==> config.mk <==
export PLATFORM = sky130hd
export DESIGN_NAME = ram_bist_ctrl_flat
export DESIGN_NICKNAME = d
export VERILOG_FILES = /design/src/rtl/ram_bist_ctrl_if.sv /design/src/rtl/ram_bist_ctrl.sv /design/src/flat_wrapper.sv
export SDC_FILE = /design/constraint.sdc
export NUM_CORES = 1
export LEC_CHECK = 0
export ABC_AREA = 1
export ABC_CLOCK_PERIOD_IN_PS = 1800
export CORE_MARGIN = 1.5
export CORE_UTILIZATION = 36
export DETAILED_ROUTE_END_ITERATION = 6
export DONT_BUFFER_PORTS = 1
export SYNTH_ARGS = -nofsm -noshare
export SYNTH_HDL_FRONTEND = slang
export SYNTH_SLANG_ARGS = --single-unit
==> constraint.sdc <==
create_clock -name clk -period 1.8 [get_ports clk]
set_input_delay 0.09 -clock clk [delete_from_list [all_inputs] [get_ports clk]]
set_output_delay 0.09 -clock clk [all_outputs]
set_load 0.03 [all_outputs]
==> src/rtl/ram_bist_ctrl_if.sv <==
`timescale 1ns/1ps
// Single-port RAM bus between the BIST initiator (master) and the RAM (slave).
// Read data returns one cycle after the mem_re cycle; no backpressure on this bus.
interface ram_bist_ctrl_if #(
  parameter int ADDR_W = 4,
  parameter int DATA_W = 8
);
  logic              mem_we;
  logic              mem_re;
  logic [ADDR_W-1:0] mem_addr;
  logic [DATA_W-1:0] mem_wdata;
  logic [DATA_W-1:0] mem_rdata;

  modport master (
    output mem_we,
    output mem_re,
    output mem_addr,
    output mem_wdata,
    input  mem_rdata
  );

  modport slave (
    input  mem_we,
    input  mem_re,
    input  mem_addr,
    input  mem_wdata,
    output mem_rdata
  );
endinterface

==> src/rtl/ram_bist_ctrl.sv <==
`timescale 1ns/1ps
// RAM self-test: write {~a,a}^PATTERN to all words, read back, compare 1 cycle later; done after 2*DEPTH+1 busy cycles.
// No backpressure (start only sampled in IDLE); RAM_BIST_INV_PASS_EN adds an inverted-data pass (4*DEPTH+1 busy cycles).
module ram_bist_ctrl #(
  parameter int                ADDR_W  = 4,
  parameter int                DATA_W  = 8,
  parameter logic [DATA_W-1:0] PATTERN = '0
) (
  input  logic              clk,
  input  logic              rstn,
  input  logic              start,
  ram_bist_ctrl_if.master   mem,
  output logic              busy,
  output logic              done,
  output logic              pass,
  output logic [ADDR_W-1:0] fail_addr,
  output logic [ADDR_W+1:0] err_count
);

  localparam logic [ADDR_W-1:0] LAST = '1;

  typedef enum logic [2:0] {
    S_IDLE,
    S_WRITE,
    S_READ,
`ifdef RAM_BIST_INV_PASS_EN
    S_WRITE_INV,
    S_READ_INV,
`endif
    S_DRAIN,
    S_DONE
  } state_t;

  state_t            state, state_nxt;
  logic [ADDR_W-1:0] cnt;
  logic              phase_act;
  logic              rd_phase;
  logic [DATA_W-1:0] rd_exp;
  logic              cmp_vld;
  logic [ADDR_W-1:0] cmp_addr;
  logic [DATA_W-1:0] cmp_exp;
  logic              mismatch;

  function automatic logic [DATA_W-1:0] pat(input logic [ADDR_W-1:0] a, input logic inv);
    pat = {~a, a} ^ PATTERN ^ {DATA_W{inv}};
  endfunction

  always_ff @(posedge clk or negedge rstn) begin
    if (!rstn) state <= S_IDLE;
    else       state <= state_nxt;
  end

  always_comb begin
    state_nxt     = state;
    phase_act     = 1'b0;
    rd_phase      = 1'b0;
    rd_exp        = '0;
    mem.mem_we    = 1'b0;
    mem.mem_re    = 1'b0;
    mem.mem_addr  = '0;
    mem.mem_wdata = '0;
    busy          = 1'b0;
    done          = 1'b0;
    case (state)
      S_IDLE: begin
        if (start) state_nxt = S_WRITE;
      end
      S_WRITE: begin
        phase_act     = 1'b1;
        busy          = 1'b1;
        mem.mem_we    = 1'b1;
        mem.mem_addr  = cnt;
        mem.mem_wdata = pat(cnt, 1'b0);
        if (cnt == LAST) state_nxt = S_READ;
      end
      S_READ: begin
        phase_act    = 1'b1;
        busy         = 1'b1;
        rd_phase     = 1'b1;
        rd_exp       = pat(cnt, 1'b0);
        mem.mem_re   = 1'b1;
        mem.mem_addr = cnt;
`ifdef RAM_BIST_INV_PASS_EN
        if (cnt == LAST) state_nxt = S_WRITE_INV;
`else
        if (cnt == LAST) state_nxt = S_DRAIN;
`endif
      end
`ifdef RAM_BIST_INV_PASS_EN
      S_WRITE_INV: begin
        phase_act     = 1'b1;
        busy          = 1'b1;
        mem.mem_we    = 1'b1;
        mem.mem_addr  = cnt;
        mem.mem_wdata = pat(cnt, 1'b1);
        if (cnt == LAST) state_nxt = S_READ_INV;
      end
      S_READ_INV: begin
        phase_act    = 1'b1;
        busy         = 1'b1;
        rd_phase     = 1'b1;
        rd_exp       = pat(cnt, 1'b1);
        mem.mem_re   = 1'b1;
        mem.mem_addr = cnt;
        if (cnt == LAST) state_nxt = S_DRAIN;
      end
`endif
      S_DRAIN: begin
        busy      = 1'b1;
        state_nxt = S_DONE;
      end
      S_DONE: begin
        done      = 1'b1;
        state_nxt = S_IDLE;
      end
      default: state_nxt = S_IDLE;
    endcase
  end

  // Counter runs freely through each phase and wraps LAST -> 0 exactly at the phase change.
  always_ff @(posedge clk or negedge rstn) begin
    if (!rstn)          cnt <= '0;
    else if (phase_act) cnt <= cnt + 1'b1;
    else                cnt <= '0;
  end

  always_ff @(posedge clk or negedge rstn) begin
    if (!rstn) begin
      cmp_vld  <= 1'b0;
      cmp_addr <= '0;
      cmp_exp  <= '0;
    end else begin
      cmp_vld  <= rd_phase;
      cmp_addr <= cnt;
      cmp_exp  <= rd_exp;
    end
  end

  assign mismatch = cmp_vld && (mem.mem_rdata != cmp_exp);

  // The last compare lands in DRAIN, so pass folds in that cycle's mismatch to be valid with done.
  always_ff @(posedge clk or negedge rstn) begin
    if (!rstn) begin
      pass      <= 1'b0;
      fail_addr <= '0;
      err_count <= '0;
    end else if (state == S_IDLE && start) begin
      pass      <= 1'b0;
      fail_addr <= '0;
      err_count <= '0;
    end else begin
      if (mismatch) begin
        err_count <= err_count + 1'b1;
        if (err_count == '0) fail_addr <= cmp_addr;
      end
      if (state == S_DRAIN) pass <= (err_count == '0) && !mismatch;
    end
  end

endmodule

==> src/flat_wrapper.sv <==
// flat-port wrapper written by rule: the top's interface ports become plain ports
module ram_bist_ctrl_flat 
#(
  parameter int                ADDR_W  = 4,
  parameter int                DATA_W  = 8,
  parameter logic [DATA_W-1:0] PATTERN = '0
)
  (clk, rstn, start, busy, done, pass, fail_addr, err_count, mem_mem_we, mem_mem_re, mem_mem_addr, mem_mem_wdata, mem_mem_rdata);
  ram_bist_ctrl_if #(.ADDR_W(ADDR_W), .DATA_W(DATA_W)) mem_i ();
  input  logic clk;
  input  logic rstn;
  input  logic start;
  output logic busy;
  output logic done;
  output logic pass;
  output logic [ADDR_W-1:0] fail_addr;
  output logic [ADDR_W+1:0] err_count;
  output wire logic [$bits(mem_i.mem_we)-1:0] mem_mem_we;
  output wire logic [$bits(mem_i.mem_re)-1:0] mem_mem_re;
  output wire logic [$bits(mem_i.mem_addr)-1:0] mem_mem_addr;
  output wire logic [$bits(mem_i.mem_wdata)-1:0] mem_mem_wdata;
  input wire logic [$bits(mem_i.mem_rdata)-1:0] mem_mem_rdata;
  assign mem_mem_we = mem_i.mem_we;
  assign mem_mem_re = mem_i.mem_re;
  assign mem_mem_addr = mem_i.mem_addr;
  assign mem_mem_wdata = mem_i.mem_wdata;
  assign mem_i.mem_rdata = mem_mem_rdata;
  ram_bist_ctrl #(.ADDR_W(ADDR_W), .DATA_W(DATA_W), .PATTERN(PATTERN)) u_core (.clk(clk), .rstn(rstn), .start(start), .mem(mem_i), .busy(busy), .done(done), .pass(pass), .fail_addr(fail_addr), .err_count(err_count));
endmodule
After elaboration in Yosys (flattened, before gate mapping)
Cells that the tools add are included.
- $add $sub $neg: 2
- multiplexer cells: 20
- reductions and logical operators: 13
- bitwise operators: 1
- equal/unequal tests: 9
- operator list (cell ; number):
    two-way mux 4 bit ; 5
    two-way mux 8 bit ; 2
    two-way mux 6 bit ; 2
    case mux 3 bit (4 select lines) ; 1
    two-way mux 3 bit ; 3
    inequality test 8 bit ; 1
    two-way mux 1 bit ; 7
    adder 6 x 1 -> 6 bit, second input constant ; 1
    equality test 3 x 2 -> 1 bit, second input constant ; 2
    zero test 6 bit ; 1
    nonzero test 2 bit ; 3
    adder 4 x 1 -> 4 bit, second input constant ; 1
    equality test 4 bit, second input constant ; 1
    inequality test 2 x 1 -> 1 bit, second input constant ; 2
    NOT 4 bit ; 1
    equality test 3 x 1 -> 1 bit, second input constant ; 1
    equality test 3 bit, second input constant ; 1
    logical AND 1 bit ; 3
    zero test 3 bit ; 1
    AND reduction 3 bit ; 1
    OR reduction 3 bit ; 1
    inequality test 2 bit, second input constant ; 1
    AND reduction 2 bit ; 1
    OR reduction 2 bit ; 1
    zero test 1 bit ; 1
- logic and storage cells: 53
- input bits: 11
- bits in registers: 31

Depth between registers and ports, before layout
Gate-level depths: netlist of the first run.
- depth after elaboration: 6
- mapped depth: 10
- depth with buffers taken out: 10

Worst setup path before layout of the first run
Ideal clock, no wire load.
- path kind: reg2reg
- start point: register u_core.err_count[0]
- end point: register u_core.fail_addr[0]
- clock period less this slack: 1.383 ns
- slack: 0.417 ns
- arrival time: 1.317 ns
- stages on the path, launching flop included: 9
- cell sequence: dfrtp_1 inv_1 ha_1 nand2_1 nor4_4 nand3_2 nand2_2 nand2_1 nand2_1
- cells in the longest elaborated chain, start to end: 3
- ends and longest elaborated chain (element ; line ; text):
    start, declared ; ram_bist_ctrl.sv:17 ; output logic [ADDR_W+1:0] err_count
    start signal, assigned ; ram_bist_ctrl.sv:153 ; err_count <= err_count + 1'b1;
    zero test 6 bit ; ram_bist_ctrl.sv:154 ; if (err_count == '0) fail_addr <= cmp_addr;
    nonzero test 2 bit (no source line) ; -- ;
    AND reduction 2 bit (no source line) ; -- ;
    end signal, assigned ; ram_bist_ctrl.sv:154 ;
    end, declared ; ram_bist_ctrl.sv:16 ; output logic [ADDR_W-1:0] fail_addr,
Every way passes these cells.
A chain may end at the register's enable or synchronous reset.

Worst setup path after layout of the first run
- start point: register u_core.state[0]
- end point: output port mem_mem_addr[2]
- cells in the longest elaborated chain, start to end: 3
- elaborated cells between the ends (all ways): 4
- those cells by class: eq/ne (2); mux (1); reduce/logical (1)
- ends and longest elaborated chain (element ; line ; text):
    start, declared ; ram_bist_ctrl.sv:34 ; state_t state, state_nxt;
    start signal, assigned ; ram_bist_ctrl.sv:50 ; else state <= state_nxt;
    equality test 3 x 1 -> 1 bit or equality test 3 x 2 -> 1 bit (tied branches) ; ram_bist_ctrl.sv:64 ; case (state)
    OR reduction 2 bit (no source line) (*) ; -- ;
    two-way mux 4 bit (*) ; ram_bist_ctrl.sv:64 ;
    end, declared ; flat_wrapper.sv:20 ; output wire logic [$bits(mem_i.mem_addr)-1:0] mem_mem_addr;
Every way passes the cells marked *; elsewhere a longest branch is shown, timed or not.

==> results of run 1 <==
==> critical path, cell delays in order (launching register included) <==
cell	delay [ps]
dfrtp_1	420
nor2_2	170
nand2_1	90
nand2_1	130
inv_2	100
nor2_1	100
buf_4	160
==> cells by family (layout without fill, tap and decap cells) <==
family	Yosys count	in the layout	share of synthesized area (%)
buffers and inverters	34	58	9.098
flip-flops	31	31	51.28
adder cells (fa/ha/maj)	3	3	2.482
AO/OA/AOI/OAI	7	7	3.226
XOR/XNOR	7	7	4.053
AND/OR/NAND/NOR	103	103	29.86
==> flip-flops by register name, summed over array words and instances (netlist names) <==
| register | flops |
|---|---|
| u_core.pass | 1 |
| u_core.state | 3 |
| u_core.cmp_vld | 1 |
| u_core.cmp_addr | 4 |
| u_core.cmp_exp | 8 |
| u_core.cnt | 4 |
| u_core.fail_addr | 4 |
| u_core.err_count | 6 |
==> per-layer routing <==
| layer | wire length (µm) | GRT usage [%] | part of all wire (%) |
|---|---|---|---|
| met5 | 0 | 0 | 0 |
| met4 | 54 | 6.000 | 1.8 |
| met3 | 265 | 6.579 | 8.6 |
| met2 | 1387 | 25.00 | 45 |
| met1 | 1363 | 18.47 | 44 |
==> through the flow <==
| stage | setup slack (ps) | cell area, µm² |
|---|---|---|
| 2_1_floorplan | 416.7 | 1513 |
| 3_3_place_gp | 423.3 | 1685 |
| 3_5_place_dp | 386.6 | 1685 |
| 4_1_cts | 230.3 | 1800 |
| 5_1_grt | 79.35 | 1800 |
| 6_report | 242.6 | 1800 |
==> where the power goes <==
part	internal, µW	switching, µW	total, µW
sequential	867	218	1090
combinational	423	866	1290
clock	270	257	527
total	1560	1340	2900
==> cell usage in the layout, fill, tap and decap left out, types with 3 or more instances in the layout <==
| master | synthesis | routed |
|---|---|---|
| nand2_1 | 45 | 45 |
| nor2_1 | 30 | 30 |
| inv_1 | 28 | 28 |
| xnor2_1 | 4 | 4 |
| dfrtp_1 | 31 | 31 |
| nand3_1 | 21 | 21 |
| buf_4 | 0 | 18 |
| ha_1 | 3 | 3 |
| xor2_1 | 3 | 3 |
| clkbuf_8 | 0 | 5 |
==> final cells by class <==
cell class / instances / share of cell area [%]
Clock buffer: 6 / 4.031
Clock inverter: 2 / 0.6949
Inverter: 30 / 6.254
Multi-Input combinational cell: 120 / 33.29
Sequential cell: 31 / 43.09
Tap cell: 50 / 3.475
Timing Repair Buffer: 20 / 9.173
==> path summary, 6_finish.rpt <==
path / from / end / slack (ps) / depth (start not counted)
max in group asynchronous: rstn / u_core.cmp_exp[4] / 1380 / 2
min in group asynchronous: rstn / u_core.err_count[2] / 250 / 2
hold reg to reg: u_core.cnt[3] / u_core.cmp_addr[3] / 460 / 0
hold / removal: start / u_core.state[0] / 30 / 2
setup reg to reg: u_core.err_count[2] / u_core.err_count[5] / 370 / 5
setup / recovery: u_core.state[0] / mem_mem_addr[2] / 240 / 6
==> results.txt, run 1 <==
Clock Latency Late Sink: 280 ps
Top post-synthesis cells by count: 45 x nand2_1, 31 x dfrtp_1, 30 x nor2_1
Share of synthesized registers carrying an async set or reset: 100.0%
Hold Violations, Final: 0
Setup repair after global routing missed its margin: false
Max-Cap Viols: 0
# fillers: 407
Wirelength, routed: 3070 µm
Register area: 775.7 µm²
Ys flop type: dfrtp_1
Leakage: 0.0009979 µW
Gr ovfl total: 0
Seq cells post-synth: 31
Register area share after synthesis: 51.28%
Setup TNS: 0 ps
Ranking of synthesized cells by area: dfrtp_1 51%, nand2_1 11%, nor2_1 7.4%
# rows: 23
Worst Skew: 6.105 ps
Initial antenna violation count: 0
Die area: 0.004600 mm²
Post-route ant nets: 0
PD cells: 1611 mW/mm²
Die W: 67.82 µm
Buffers on Ports: 0
NumNets Final: 222
Worst EP required: 1710 ps
Post-synth net total: 199
Root buffer cell: clkbuf_8
Top cell type by total area after synthesis: dfrtp_1
Detailed-route wire length per cell: 11.85 µm
Final min period: 1557 ps
Cell with the most instances after synthesis: nand2_1
Layout Cells excl Fill: 259
Outcome: complete, no violations
Final core occ: 44.69%
Core area: 0.004029 mm²
H-tree Lvls: 2
Worst setup EP type: primary output
Setup Buffers After CTS: 0
Crit Path Category: register to primary output
DR DRC count: 0
Global-route wire length before repair: 5195 µm
Layout cells sized above 1: 16.75%
Worst hold path class: input pin to register
Avg Cell Area, Syn: 8.177 µm²
Vias per Instance: 4.517
Routed via count: 1170
CP Max Fanout: 8
Final setup vio count: 0
Ports: 38
Gpl congestion: 0.7072
Clock Sink Count: 31
Maximum vdd drop: 0.8819 mV
Post-CTS Resized: 0
CTS tree: yes
Footprint of the multi-input gates: 599.3 µm²
First DRT Iteration DRCs: 68
Hold bufs inserted after CTS: 2
Ant diodes: 0
Clock buffer depth: 2
Top-area cell type share of the netlist area: 51.28%
Pwr Total: 2901 µW
Max frequency: 0.6421 GHz
All-Layer GR Usage: 15.54%
DRT Pass-1 Iters: 4
Placed Cells: 249
Worst setup SP type: register
Vias in the first global route: 1111
Num CTS Buffers: 5
Synth unique cells: 21
Slew Viols, Final: 0
Worst-Margin Slew: 561.5 ps
Initial core utilization: 37.55%
Cell count after synthesis: 185
Synth Warn #: 0
Post-Syn Area: 0.001513 mm²
Layout area overhead: 19.02%
Worst-path clk slew: 60 ps
DIE HEIGHT: 67.82 µm
Period Utilization, post-route: 86.52%
Slew headroom: 62.43%
DPL Wire Length: 2164 µm
Crit path DAT: 1470 ps
Largest net degree at the start of global routing: 32
Hold WS: 27.96 ps
EDFF count, synth: 0
No activity file was read; power rests on OpenSTA's default activity.
==> inputs of run 2 (changes only) <==
--- a/config.mk
+++ b/config.mk
@@ -5,7 +5,7 @@
 export SDC_FILE = /design/constraint.sdc
 export NUM_CORES = 1
 export LEC_CHECK = 0
-export ABC_AREA = 1
+export ABC_AREA = 0
 export ABC_CLOCK_PERIOD_IN_PS = 1800
 export CORE_MARGIN = 1.5
 export CORE_UTILIZATION = 36
==> results.txt, run 2 <==
Leakage: 0.0009471 µW
Synth unique cells: 30
Reg-to-Reg Start: u_core.cmp_exp[5]
H-tree Lvls: 2
Vias per Instance: 4.902
Placed inst area: 0.001665 mm²
Ys flop type: dfrtp_1
DRT Pass-1 Iters: 4
Post-route ant nets: 0
Clock Latency Late Sink: 280 ps
Maximum vdd drop: 1.044 mV
Most frequent cells in the layout: 29 x dfrtp_1, 22 x buf_4, 18 x nor2_1, 9 x xor2_1
Worst-path clk slew: 60 ps
Hold Crit Start: start
Top post-synthesis cells by count: 31 x dfrtp_1, 18 x nor2_1, 9 x and2_1, 9 x xor2_1
Root buffer cell: clkbuf_8
Avg Cell Area, Syn: 10.68 µm²
Initial antenna violation count: 0
Register area: 778.2 µm²
Pwr Total: 3242 µW
Worst reg-to-reg path cell count: 5
Clock Sink Count: 31
Seq cells post-synth: 31
DR DRC count: 0
Gr ovfl total: 0
Num CTS Buffers: 5
Initial core utilization: 38.52%
First DRT Iteration DRCs: 57
Slew headroom: 63.31%
Cell count after synthesis: 136
Worst hold path class: input pin to register
Final setup vio count: 0
Vias in the first global route: 1034
NumNets Final: 179
Commonest non-fill, non-tap cell in the layout: dfrtp_1
Top-area cell type share of the netlist area: 53.40%
Wirelength, routed: 2986 µm
Hold WS: 40.66 ps
Post-synth net total: 150
Die area: 0.004425 mm²
Regs by FF count: u_core.cmp_exp (8), u_core.err_count (6)
Ports: 38
Period Utilization, post-route: 97.06%
Routed via count: 1049
Detailed-route wire length per cell: 13.95 µm
Largest net degree at the start of global routing: 32
Cell with the most instances after synthesis: dfrtp_1
Footprint of the multi-input gates: 656.9 µm²
EDFF count, synth: 0
Largest register FFs: 8
Layout area overhead: 24.89%
Worst setup SP type: register
Ant diodes: 0
CTS tree: yes
Outcome: complete, no violations
Final min period: 1747 ps
Buffers on Ports: 0
Worst EP required: 1710 ps
DPL Wire Length: 2194 µm
Clock buffer depth: 2
Gpl congestion: 0.8194
CP Max Fanout: 7
Register area share after synthesis: 53.40%
Met2 Use GR: 24.25%
Setup repair after global routing missed its margin: true
Layout cells sized above 1: 30.12%
Worst-Margin Slew: 548.3 ps
Synth Warn #: 0
Max frequency: 0.5724 GHz
All-Layer GR Usage: 14.75%
Global-route wire length before repair: 4802 µm
PD cells: 1787 mW/mm²
Max-Cap Viols: 0
Hold Violations, Final: 0
Die W: 66.52 µm
Slew Viols, Final: 0
# fillers: 351
Worst r2r dst: u_core.err_count[5]
Cell count of the worst hold path: 2
Ranking of synthesized cells by area: dfrtp_1 53%, xor2_1 5.4%, nor2_1 4.7%
GR peak layer: met2
Reg2reg setup slack: 170 ps
Hold Path End: u_core.state[0]
Share of synthesized registers carrying an async set or reset: 100.0%
# rows: 22
Top reg by flops: u_core.cmp_exp
Met1 GRT Util: 17.64%
Post-Syn Area: 0.001453 mm²
Top cell type by total area after synthesis: dfrtp_1
M3 GR Usage: 4.392%
Worst setup EP type: primary output
Core area: 0.003771 mm²
Crit Path Category: register to primary output
DIE HEIGHT: 66.52 µm
Design Area, Final: 0.001814 mm²
Crit path DAT: 1660 ps
Worst Skew: 6.942 ps
run 2: area by class of cell:
class                           count  area share, %
Inverter                            6          1.241
Multi-Input combinational cell     96          36.21
Tap cell                           48          3.310
Timing Repair Buffer               25          11.86
Clock buffer                        7          4.207
Clock inverter                      1         0.2759
Sequential cell                    31          42.90
run 2: logic make-up after synthesis:
family | count (synthesis) | share of synthesized area, %
DFF | 31 | 53.40
adders and majority gates | 3 | 2.584
muxes | 2 | 1.464
AOI/OAI and AO/OA | 16 | 8.010
and+or+nand+nor | 61 | 23.17
buffers and inverters | 9 | 2.928
xor gates and xnor gates | 14 | 8.441
run 2: critical path: stages, from the launching register on:
cell and delay (ps):
dfrtp_2 440, or3b_4 440, inv_2 100, and2_1 140
or2_1 150, buf_12 120
run 2: power breakdown:
part           total (µW)  switching (µW)  internal [µW]
combinational        1620             979            642
clock                 518             247            271
sequential           1100             239            864
run 2: metrics by stage:
stage	util (%)	worst slack, ps	instances	setup TNS (ps)
after detailed placement	44.16	158.5	201	0
after CTS	47.28	12.88	211	0
final	48.11	52.98	214	0
after global routing	48.11	-9.551	214	-9.551
after floorplan	-	-27.10	136	-27.10
after global placement	44.16	207.3	201	0
run 2: layer usage:
layer  part of all wire [%]  routed length, µm
met5                      0                  0
met4                    1.2                 37
met3                    6.7                200
met2                     50               1499
met1                     42               1248
run 2: repair_timing:
action,4_1_cts,5_1_grt
hold buffers,2,0
gates resized for setup,5,2
setup buffers,0,3
hold endpoints to repair,31,0
pin swaps,0,0
setup endpoints to repair,8,2
run 2: worst max path at each step:
stage	start	to	slack (ps)	depth (start not counted)
global route	u_core.state[1]	mem_mem_addr[3]	-10	6
finish	u_core.state[0]	mem_mem_addr[3]	50	5
global placement	u_core.state[0]	mem_mem_addr[3]	210	5
CTS	u_core.state[0]	mem_mem_addr[3]	10	5
detailed placement	u_core.cmp_exp[6]	u_core.err_count[5]	160	5
floorplan	u_core.state[1]	mem_mem_addr[3]	-30	5
==> inputs of run 3 (changes only) <==
==> constraint.sdc (replaced) <==
create_clock -name clk -period 1.8 [get_ports clk]
set_input_delay 0.09 -clock clk [delete_from_list [all_inputs] [get_ports clk]]
set_output_delay 0.09 -clock clk [all_outputs]
set_load 0.1 [all_outputs]
==> results.txt, run 3 (synthesized netlist as in run 2, its figures left out) <==
Outcome: complete, no violations
Worst Skew: 5.585 ps
Slew Viols, Final: 0
Routed via count: 1102
Cell count of the worst hold path: 2
Reg2reg setup slack: 150 ps
Worst setup SP type: register
Root buffer cell: clkbuf_8
Slowest CP cell: or3b_4
Gpl congestion: 0.8984
NumNets Final: 193
Gr ovfl total: 0
Worst EP required: 1710 ps
Met1 GRT Util: 19.83%
DIE HEIGHT: 66.52 µm
Global-route wire length before repair: 5299 µm
Top reg by flops: u_core.cmp_exp
Die W: 66.52 µm
Final setup vio count: 0
Initial antenna violation count: 0
Cell chain of the critical path: or3b_4 -> clkinvlp_4 -> and2_1 -> or2_4
Ant diodes: 0
Register area: 779.5 µm²
Worst hold path class: input pin to register
Worst-Margin Slew: 582.7 ps
Hold WS: 41.24 ps
Layout cells sized above 1: 40.56%
Vias per Instance: 4.833
Footprint of the multi-input gates: 690.7 µm²
M3 GR Usage: 5.743%
Core area: 0.003771 mm²
Layout area overhead: 34.45%
# rows: 22
CTS tree: yes
Buffers on Ports: 0
Ports: 38
Reg-to-Reg Start: u_core.cmp_exp[5]
Final core occ: 51.79%
Final min period: 1753 ps
Period Utilization, post-route: 97.41%
Crit path DAT: 1660 ps
Worst reg-to-reg path cell count: 5
Largest net degree at the start of global routing: 32
Slew headroom: 60.92%
Wirelength, routed: 3091 µm
Die area: 0.004425 mm²
Post-route ant nets: 0
Num CTS Buffers: 5
Worst setup EP type: primary output
Hold Crit Start: start
# fillers: 337
Max stage delay on crit path: 430 ps
Commonest non-fill, non-tap cell in the layout: buf_4
Largest register FFs: 8
CP Max Fanout: 5
DPL Wire Length: 2262 µm
Hold Violations, Final: 0
Clock buffer depth: 2
Delay-heaviest family, CP: simple AND/OR/NAND/NOR gates
WP buf/inv: 1
Max frequency: 0.5703 GHz
Clock Latency Late Sink: 280 ps
First DRT Iteration DRCs: 60
Max-Cap Viols: 0
H-tree Lvls: 2
Regs by FF count: u_core.cmp_exp (8), u_core.err_count (6)
Crit Path Category: register to primary output
DRT Pass-1 Iters: 4
Worst-path clk slew: 60 ps
Initial core utilization: 38.52%
All-Layer GR Usage: 16.34%
Worst r2r dst: u_core.err_count[5]
Vias in the first global route: 1093
Most frequent cells in the layout: 36 x buf_4, 28 x dfrtp_1, 13 x nor2_1, 9 x xor2_1
Hold Path End: u_core.state[0]
GR peak layer: met2
Detailed-route wire length per cell: 13.56 µm
Setup repair after global routing missed its margin: true
DR DRC count: 0
Met2 Use GR: 27.00%
Clock Sink Count: 31
[run 3: cell count changes in the layout (fill, tap and decap cells not counted), moves of 2 or more]
cell        change
buf_4          +14
and2_4          +5
nor2_1          -5
nor2_2          +5
and2_2          -4
clkinvlp_4      +2
inv_2           -2
or2_4           +2
[run 3: layout make-up]
class	count	area share (%)
Sequential cell	31	39.91
Multi-Input combinational cell	96	35.36
Timing Repair Buffer	39	15.95
Clock inverter	1	0.2562
Inverter	6	1.537
Clock buffer	7	3.908
Tap cell	48	3.075
[run 3: how the worst max path moves through the flow]
stage	startpoint	endpoint	depth (start not counted)
final	u_core.state[1]	mem_mem_addr[1]	4
after floorplan	u_core.state[1]	mem_mem_addr[0]	5
after global routing	u_core.state[1]	mem_mem_addr[0]	4
after detailed placement	u_core.state[1]	u_core.fail_addr[1]	6
after CTS	u_core.state[1]	mem_mem_addr[3]	4
after global placement	u_core.state[1]	u_core.fail_addr[1]	6
[run 3: what timing repair did]
action | CTS | global route
hold buffers | 2 | 0
pin swaps | 1 | 5
resized for setup | 1 | 2
setup endpoints to repair | 4 | 9
buffers inserted | 1 | 6
endpoints found under the hold margin | 31 | 0
[run 3: through the flow]
step                setup TNS, ps  setup slack, ps  area [µm²]  cells
floorplan                   -1182           -298.4        1515    136
global route               -94.36           -32.94        1953    228
global placement                0            174.9        1780    211
CTS                             0          0.07661        1902    222
detailed placement              0            134.5        1780    211
finish                          0            46.53        1953    228
[run 3: layer usage]
layer	wire (µm)	vias up	share of wire [%]
li1	-	541	-
met2	1493	26	48
met5	0	-	0
met1	1397	529	45
met4	46	0	1.5
met3	153	6	4.9
Power of run 3 is not shown: default switching activity piles up to over one toggle a cycle in this logic, so the estimate is an artifact.
